--- config.mk ---
export PLATFORM = sky130hd
export DESIGN_NAME = conv1d_fetch
export DESIGN_NICKNAME = d
export VERILOG_FILES = /design/src/rtl/conv1d_fetch_pkg.sv /design/src/rtl/conv1d_obi_pkg.sv /design/src/rtl/conv1d_fetch_fifo.sv /design/src/rtl/conv1d_fetch.sv
export SDC_FILE = /design/constraint.sdc
export NUM_CORES = 1
export LEC_CHECK = 0
export BUFFER_PORTS_ARGS = -buffer_cell sky130_fd_sc_hd__buf_2
export CAP_MARGIN = 25
export CORE_ASPECT_RATIO = 1.75
export CORE_MARGIN = 2
export CORE_UTILIZATION = 57
export DETAILED_ROUTE_END_ITERATION = 8
export PLACE_DENSITY = 0.8
export SETUP_SLACK_MARGIN = 0.4
export SLEW_MARGIN = 15
export SYNTH_ARGS = -nofsm -noshare
export SYNTH_HDL_FRONTEND = slang
export SYNTH_SLANG_ARGS = --single-unit
--- constraint.sdc ---
create_clock -name clk_i -period 4.3 [get_ports clk_i]
set_input_delay 0.43 -clock clk_i [delete_from_list [all_inputs] [get_ports clk_i]]
set_output_delay 0.43 -clock clk_i [all_outputs]
set_load 0.01 [all_outputs]
--- src/rtl/conv1d_fetch_pkg.sv ---
// Shared definitions for the conv1d input fetch stage:
// FSM state encoding and OBI read constants.
package conv1d_fetch_pkg;

  typedef enum logic [1:0] {
    ST_IDLE  = 2'd0,
    ST_FETCH = 2'd1,
    ST_DRAIN = 2'd2,
    ST_FLUSH = 2'd3
  } fetch_state_e;

  localparam logic [3:0]  OBI_BE_FULL = 4'hF;
  localparam logic [31:0] WORD_BYTES  = 32'd4;

endpackage

--- src/rtl/conv1d_obi_pkg.sv ---
// OBI bus types shared by the conv1d blocks.
//   obi_req_t  : master -> slave request (req, we, be, addr, wdata)
//   obi_resp_t : slave -> master response (gnt, rvalid, rdata)
package conv1d_obi_pkg;

  typedef struct packed {
    logic        req;
    logic        we;
    logic [3:0]  be;
    logic [31:0] addr;
    logic [31:0] wdata;
  } obi_req_t;

  typedef struct packed {
    logic        gnt;
    logic        rvalid;
    logic [31:0] rdata;
  } obi_resp_t;

endpackage

--- src/rtl/conv1d_fetch_fifo.sv ---
// Show-ahead synchronous FIFO used to buffer fetched words.
//   clk_i/rst_ni : clock, async active-low reset
//   push_i/wdata_i : write strobe and data
//   pop_i        : consume the head entry
//   flush_i      : empty the FIFO (wins over push/pop)
//   rdata_o      : head entry (valid when !empty_o)
//   empty_o/full_o/count_o : occupancy status
// Pointers carry an extra MSB so full and empty are distinguishable.
module conv1d_fetch_fifo #(
  parameter int unsigned Depth = 4,
  parameter int unsigned Width = 32
) (
  input  logic                     clk_i,
  input  logic                     rst_ni,
  input  logic                     push_i,
  input  logic [Width-1:0]         wdata_i,
  input  logic                     pop_i,
  input  logic                     flush_i,
  output logic [Width-1:0]         rdata_o,
  output logic                     empty_o,
  output logic                     full_o,
  output logic [$clog2(Depth):0]   count_o
);

  localparam int unsigned AW = $clog2(Depth);
  localparam logic [AW:0] PtrOne = (AW+1)'(1);

  logic [Width-1:0] mem_q [Depth];
  logic [AW:0]      wptr_q, rptr_q;
  logic             do_push, do_pop;

  assign empty_o = (wptr_q == rptr_q);
  assign full_o  = (wptr_q[AW] != rptr_q[AW]) && (wptr_q[AW-1:0] == rptr_q[AW-1:0]);
  assign count_o = wptr_q - rptr_q;
  assign rdata_o = mem_q[rptr_q[AW-1:0]];

  // A push into a full FIFO is accepted when the head leaves in the same cycle.
  assign do_pop  = pop_i && !empty_o;
  assign do_push = push_i && (!full_o || do_pop);

  always_ff @(posedge clk_i or negedge rst_ni) begin
    if (!rst_ni) begin
      wptr_q <= '0;
      rptr_q <= '0;
    end else if (flush_i) begin
      wptr_q <= '0;
      rptr_q <= '0;
    end else begin
      if (do_push) wptr_q <= wptr_q + PtrOne;
      if (do_pop)  rptr_q <= rptr_q + PtrOne;
    end
  end

  always_ff @(posedge clk_i or negedge rst_ni) begin
    if (!rst_ni) begin
      for (int i = 0; i < int'(Depth); i++) mem_q[i] <= '0;
    end else if (do_push && !flush_i) begin
      mem_q[wptr_q[AW-1:0]] <= wdata_i;
    end
  end

endmodule

--- src/rtl/conv1d_fetch.sv ---
// conv1d input fetch stage: reads len_i words starting at src_addr_i over
// OBI, buffers them and streams them to the conv1d core.
//   clk_i, rst_ni             : clock, async active-low reset
//   start_i, clear_i          : start pulse (IDLE only), abort/flush
//   src_addr_i, len_i         : block base byte address and word count
//   obi_req_o, obi_rsp_i      : OBI read master
//   data_o, valid_o, ready_i, last_o : output stream
//   busy_o, done_o            : status, one-cycle completion pulse
module conv1d_fetch
  import conv1d_fetch_pkg::*;
  import conv1d_obi_pkg::*;
#(
  parameter int unsigned Depth    = 4,
  parameter int unsigned LenWidth = 16
) (
  input  logic                clk_i,
  input  logic                rst_ni,
  input  logic                start_i,
  input  logic                clear_i,
  input  logic [31:0]         src_addr_i,
  input  logic [LenWidth-1:0] len_i,
  output obi_req_t            obi_req_o,
  input  obi_resp_t           obi_rsp_i,
  output logic [31:0]         data_o,
  output logic                valid_o,
  input  logic                ready_i,
  output logic                last_o,
  output logic                busy_o,
  output logic                done_o
);

  localparam int unsigned       CW     = $clog2(Depth) + 1;
  localparam logic [CW:0]       DepthC = (CW+1)'(Depth);
  localparam logic [LenWidth-1:0] LenOne = LenWidth'(1);

  fetch_state_e        state_q, state_d;
  logic [31:0]         addr_q, addr_d;
  logic [LenWidth-1:0] len_q, len_d, issued_q, issued_d, deliv_q, deliv_d;
  logic [CW-1:0]       outst_q, outst_d;
  logic                done_q, done_d;

  logic [CW-1:0] fifo_cnt;
  logic [31:0]   fifo_data, src_aligned;
  logic          fifo_empty, fifo_full;
  logic          active, clr, credit_ok, req, gnt_hs, rsp_hs, push, pop, final_pop;

  assign src_aligned = src_addr_i & ~32'h3;
  assign active      = (state_q == ST_FETCH) || (state_q == ST_DRAIN);
  assign clr         = clear_i && active;

  // Buffered plus in-flight words never exceed Depth, so every response has a slot.
  assign credit_ok = ({1'b0, fifo_cnt} + {1'b0, outst_q}) < DepthC;
  assign req       = (state_q == ST_FETCH) && !clear_i && (issued_q < len_q) && credit_ok;
  assign gnt_hs    = req && obi_rsp_i.gnt;
  // Responses with nothing outstanding (e.g. in flight across a reset) are dropped.
  assign rsp_hs    = obi_rsp_i.rvalid && (outst_q != '0);
  assign push      = rsp_hs && active && !clear_i;

  assign valid_o   = !fifo_empty && !clr;
  assign pop       = valid_o && ready_i;
  assign final_pop = pop && (deliv_q == len_q - LenOne);
  assign last_o    = valid_o && (deliv_q == len_q - LenOne);
  assign data_o    = fifo_data;
  assign busy_o    = (state_q != ST_IDLE);
  assign done_o    = done_q;

  always_comb begin
    obi_req_o      = '0;
    obi_req_o.req  = req;
    obi_req_o.addr = addr_q;
    obi_req_o.be   = OBI_BE_FULL;
  end

  always_comb begin
    state_d  = state_q;
    addr_d   = addr_q;
    len_d    = len_q;
    issued_d = issued_q;
    deliv_d  = deliv_q;
    done_d   = 1'b0;
    outst_d  = outst_q + CW'(gnt_hs) - CW'(rsp_hs);
    if (gnt_hs) begin
      addr_d   = addr_q + WORD_BYTES;
      issued_d = issued_q + LenOne;
    end
    if (pop) deliv_d = deliv_q + LenOne;
    unique case (state_q)
      ST_IDLE: begin
        if (start_i) begin
          if (len_i != '0) begin
            state_d  = ST_FETCH;
            addr_d   = src_aligned;
            len_d    = len_i;
            issued_d = '0;
            deliv_d  = '0;
          end else begin
            done_d = 1'b1;
          end
        end
      end
      ST_FETCH: begin
        if (clear_i)                 state_d = ST_FLUSH;
        else if (issued_q == len_q)  state_d = ST_DRAIN;
      end
      ST_DRAIN: begin
        if (clear_i) begin
          state_d = ST_FLUSH;
        end else if (final_pop) begin
          state_d = ST_IDLE;
          done_d  = 1'b1;
        end
      end
      ST_FLUSH: begin
        if (outst_q == '0) state_d = ST_IDLE;
      end
      default: state_d = ST_IDLE;
    endcase
  end

  always_ff @(posedge clk_i or negedge rst_ni) begin
    if (!rst_ni) begin
      state_q  <= ST_IDLE;
      addr_q   <= '0;
      len_q    <= '0;
      issued_q <= '0;
      deliv_q  <= '0;
      outst_q  <= '0;
      done_q   <= 1'b0;
    end else begin
      state_q  <= state_d;
      addr_q   <= addr_d;
      len_q    <= len_d;
      issued_q <= issued_d;
      deliv_q  <= deliv_d;
      outst_q  <= outst_d;
      done_q   <= done_d;
    end
  end

  conv1d_fetch_fifo #(
    .Depth (Depth),
    .Width (32)
  ) u_fifo (
    .clk_i   (clk_i),
    .rst_ni  (rst_ni),
    .push_i  (push),
    .wdata_i (obi_rsp_i.rdata),
    .pop_i   (pop),
    .flush_i (clr),
    .rdata_o (fifo_data),
    .empty_o (fifo_empty),
    .full_o  (fifo_full),
    .count_o (fifo_cnt)
  );

  a_no_overflow: assert property (@(posedge clk_i) disable iff (!rst_ni)
    !(push && fifo_full && !pop));

endmodule

==> flow_summary_export.csv <==
group,metric,value,unit
timing,hold_viol,0,
min_path,hold_path_class,"in2reg",
die,die_h,194,µm
die,core_area,20300,µm²
logic_synthesis,syn_area_per_cell,11.5,µm²
global_route,grt_busiest_layer,"met2",
pwr,p_seq_frac,0.394,
cells_and_area,syn_to_final_growth,12.9,%
global_route,grt_usage,0.230,
detailed_routing,via_per_inst,5.75,
place,dpl.hpwl,17.6,mm
detailed_routing,num_vias,8208,
timing,drv_slew,0,
global_route,grt_overflow_total,0,
pwr,p_leak,6.09,nW
cells_and_area,design_area,13300,µm²
timing,slew_headroom,0.521,
pwr,powerDensity,629,nW/µm²
global_route,grt_util_met3,0.0315,
logic_synthesis,synth_area_leaders,"dfrtp_1 (46%), mux2_1 (11%), mux4_2 (6.1%), xnor2_1 (4.5%), ha_1 (3.7%)",
logic_synthesis,yosysWarningCount,0,
timing,fmax,266,MHz
setup_path,required,4670,ps
die,top_level_ports,193,
detailed_routing,ant_nets,0,
setup_path,start_kind,"register",
pwr,worst_ir_drop_vdd,466,µV
die,start_util,0.582,
logic_synthesis,synth_cells,1025,
timing,tightest_slew,717,ps
logic_synthesis,synth_edf_count,0,
pwr,pwr-share-comb,0.390,
die,fp-row-count,69,
logic_synthesis,yosysUniqueCellTypes,63,
global_route,grt_max_degree,130,
clock_tree,cts.clk_slew.worst_paths,60,ps
pwr,power_switching,3.00,mW
logic_synthesis,syn_area,11800,µm²
place,numPortBuffers,151,
global_route,antenna_found_initial,0,
clock_tree,htreeDepth,1,
place,gp_congestion,0.884,
timing,min_period,3750,ps
cells_and_area,num_antenna_cells,0,
detailed_routing,first_iter_violations,361,
timing,setup_tns,0,ps
clock_tree,clock-sinks,218,
clock_tree,clk_latency,500,ps
clock_tree,clock-root-buffer,"clkbuf_16",
detailed_routing,drtPass1Iterations,5,
global_route,grtUsageMet2,0.422,
logic_synthesis,synth_flop_cell,"dfrtp_1",
detailed_routing,wl_per_cell,17.6,µm
timing,fin_crit_sh,0.873,
setup_path,critPathKind,"reg2reg",
place,place_area,12500,µm²
run,drv_cap,0,
pwr,p_sw_frac,0.358,
detailed_routing,routed_wirelength,25.1,mm
setup_path,critPathMaxFanout,4,
cells_and_area,fin_nets,1289,
cells_and_area,fillers,1562,
clock_tree,cts_buffer_depth,3,
cells_and_area,drive_gt1_frac,0.242,
logic_synthesis,synth-seq-cells,218,
clock_tree,numCtsBuffers,22,
global_route,grt_pass1_vias,8442,
logic_synthesis,yosys.area.top_type_share,0.462,
die,chipWidth,113,µm
setup_path,worstSetupEndpointType,"register",
timing,fin_worst_skew,14.1,ps
global_route,met1_usage,0.269,
outcome,status,"finished clean",
logic_synthesis,yosysSeqAreaShare,0.462,
setup_path,crit_arrival,4130,ps
pwr,p_int,5.39,mW
clock_tree,cts_tree,"built",
detailed_routing,route.detailed.drc,0,
cells_and_area,fin_util,0.658,
logic_synthesis,yosysTopAreaCell,"dfrtp_1",
die,die_area,21900,µm²
timing,setup_viol,0,
pwr,clockPowerShare,0.215,
logic_synthesis,async_reset_ff_frac,1.00,
global_route,grt_pass1_wl,41.5,mm
timing,rsz0062_at_grt,"false",
-- final cells by class --
class,count,area [µm²],area share
Clock buffer,32,639,0.0479
Clock inverter,6,38.8,0.00291
Inverter,37,139,0.0104
Multi-Input combinational cell,715,5810,0.435
Sequential cell,218,5460,0.409
Tap cell,248,310,0.0233
Timing Repair Buffer,171,950,0.0712
-- layer usage --
metal,wire length (µm),vias up,part of all wire
met3,1160,49,0.046
met4,810,0,0.032
li1,-,3863,-
met1,9830,4079,0.39
met5,0,-,0
met2,13300,217,0.53
-- logic make-up after synthesis --
logic type	after synthesis	share of synthesized area
buf+inv	129	0.0636
mux	162	0.185
compound gates	105	0.0512
flops	218	0.462
xor+xnor	77	0.0571
other cells	2	0.000635
simple gates	295	0.141
fa+ha+maj	37	0.0404
-- Yosys cell counts (all sizes together) (17+ instances only) --
cell and number:
dfrtp 218, mux2 129, buf 67, nand2 65, nor2 63, xnor2 61
o21ai 43, inv 37, ha 35, nand3 34, mux4 32, a21oi 31
nor4 28, clkbuf 25, nor3 25, nand4 17
-- placed cells by master, fill, tap and decap left out, types with 3 or more instances in the layout --
cell type,count
dfrtp_1,217
buf_2,150
mux2_1,120
nand2_1,65
nor2_1,62
xnor2_1,60
conb_1,39
o21ai_0,36
inv_1,35
ha_1,33
mux4_2,32
nand3_1,32
a21oi_1,30
nor3_1,24
clkbuf_16,23
nand4_1,17
buf_4,17
xor2_1,16
or3_1,14
nor4_1,14
nor4_2,13
and2_1,10
and3_1,10
mux2_2,9
nor4b_2,7
o21ai_1,7
a31oi_1,6
clkbuf_1,6
a21o_1,5
or4_1,4
clkbuf_8,4
clkinv_2,3
-- through the flow --
| stage | instances | total power, mW | hold slack [ps] | worst slack (ps) |
|---|---|---|---|---|
| finish | 1427 | 8.40 | 143 | 547 |
| CTS | 1422 | 8.41 | 121 | 463 |
| global placement | 1381 | 6.41 | 462 | 284 |
| detailed placement | 1381 | 6.55 | 470 | 196 |
| global route | 1427 | 8.97 | 143 | 381 |
| floorplan | 1062 | 5.55 | 134 | 419 |
-- worst paths after layout --
check | slack (ps) | endpoint | startpoint | cells past startpoint
worst max-delay path | 550 | outst_q[2] | u_fifo.wptr_q[0] | 17
worst min-delay path | 140 | addr_q[2] | src_addr_i[2] | 3
worst max register to register | 550 | outst_q[2] | u_fifo.wptr_q[0] | 17
worst min register to register | 480 | u_fifo.mem_q[42] | u_fifo.mem_q[42] | 1
max in group asynchronous | 2750 | u_fifo.rptr_q[0] | rst_ni | 4
min in group asynchronous | 440 | u_fifo.mem_q[18] | rst_ni | 2
-- what timing repair did --
action                                  CTS  global route
pin swaps                                 2             8
endpoints found under the setup margin    2             7
setup buffers                             3             3
hold buffers                              0             1
endpoints found under the hold margin     0            48
resized for setup                         1             9
-- flip-flops by register name, summed over array words and instances (netlist names) --
signal	flops
u_fifo.wptr_q	3
done_o	1
issued_q	16
addr_q	30
u_fifo.mem_q	128
len_q	16
outst_q	3
deliv_q	16
u_fifo.rptr_q	3
state_q	2
-- power by group through the flow --
| stage | sequential (mW) | combinational (mW) | clock (mW) |
|---|---|---|---|
| finish | 3.31 | 3.28 | 1.81 |
| global route | 3.41 | 3.62 | 1.94 |
| CTS | 3.31 | 3.24 | 1.86 |
| detailed placement | 3.34 | 3.21 | 0 |
| global placement | 3.29 | 3.12 | 0 |
| floorplan | 3.23 | 2.32 | 0 |
-- worst max-delay path, cell delays in order (launching register included) --
cell and delay, ps:
dfrtp_1 370, inv_2 50, ha_2 170, fa_2 520, inv_1 50, ha_2 170, nor4_4 250, o2111ai_2 160
or4b_4 560, nor2_4 140, inv_2 60, ha_1 260, inv_1 50, ha_1 140, inv_1 50, fa_2 370
xnor2_2 150, xnor2_1 120
No activity file was read; power rests on OpenSTA's default activity.
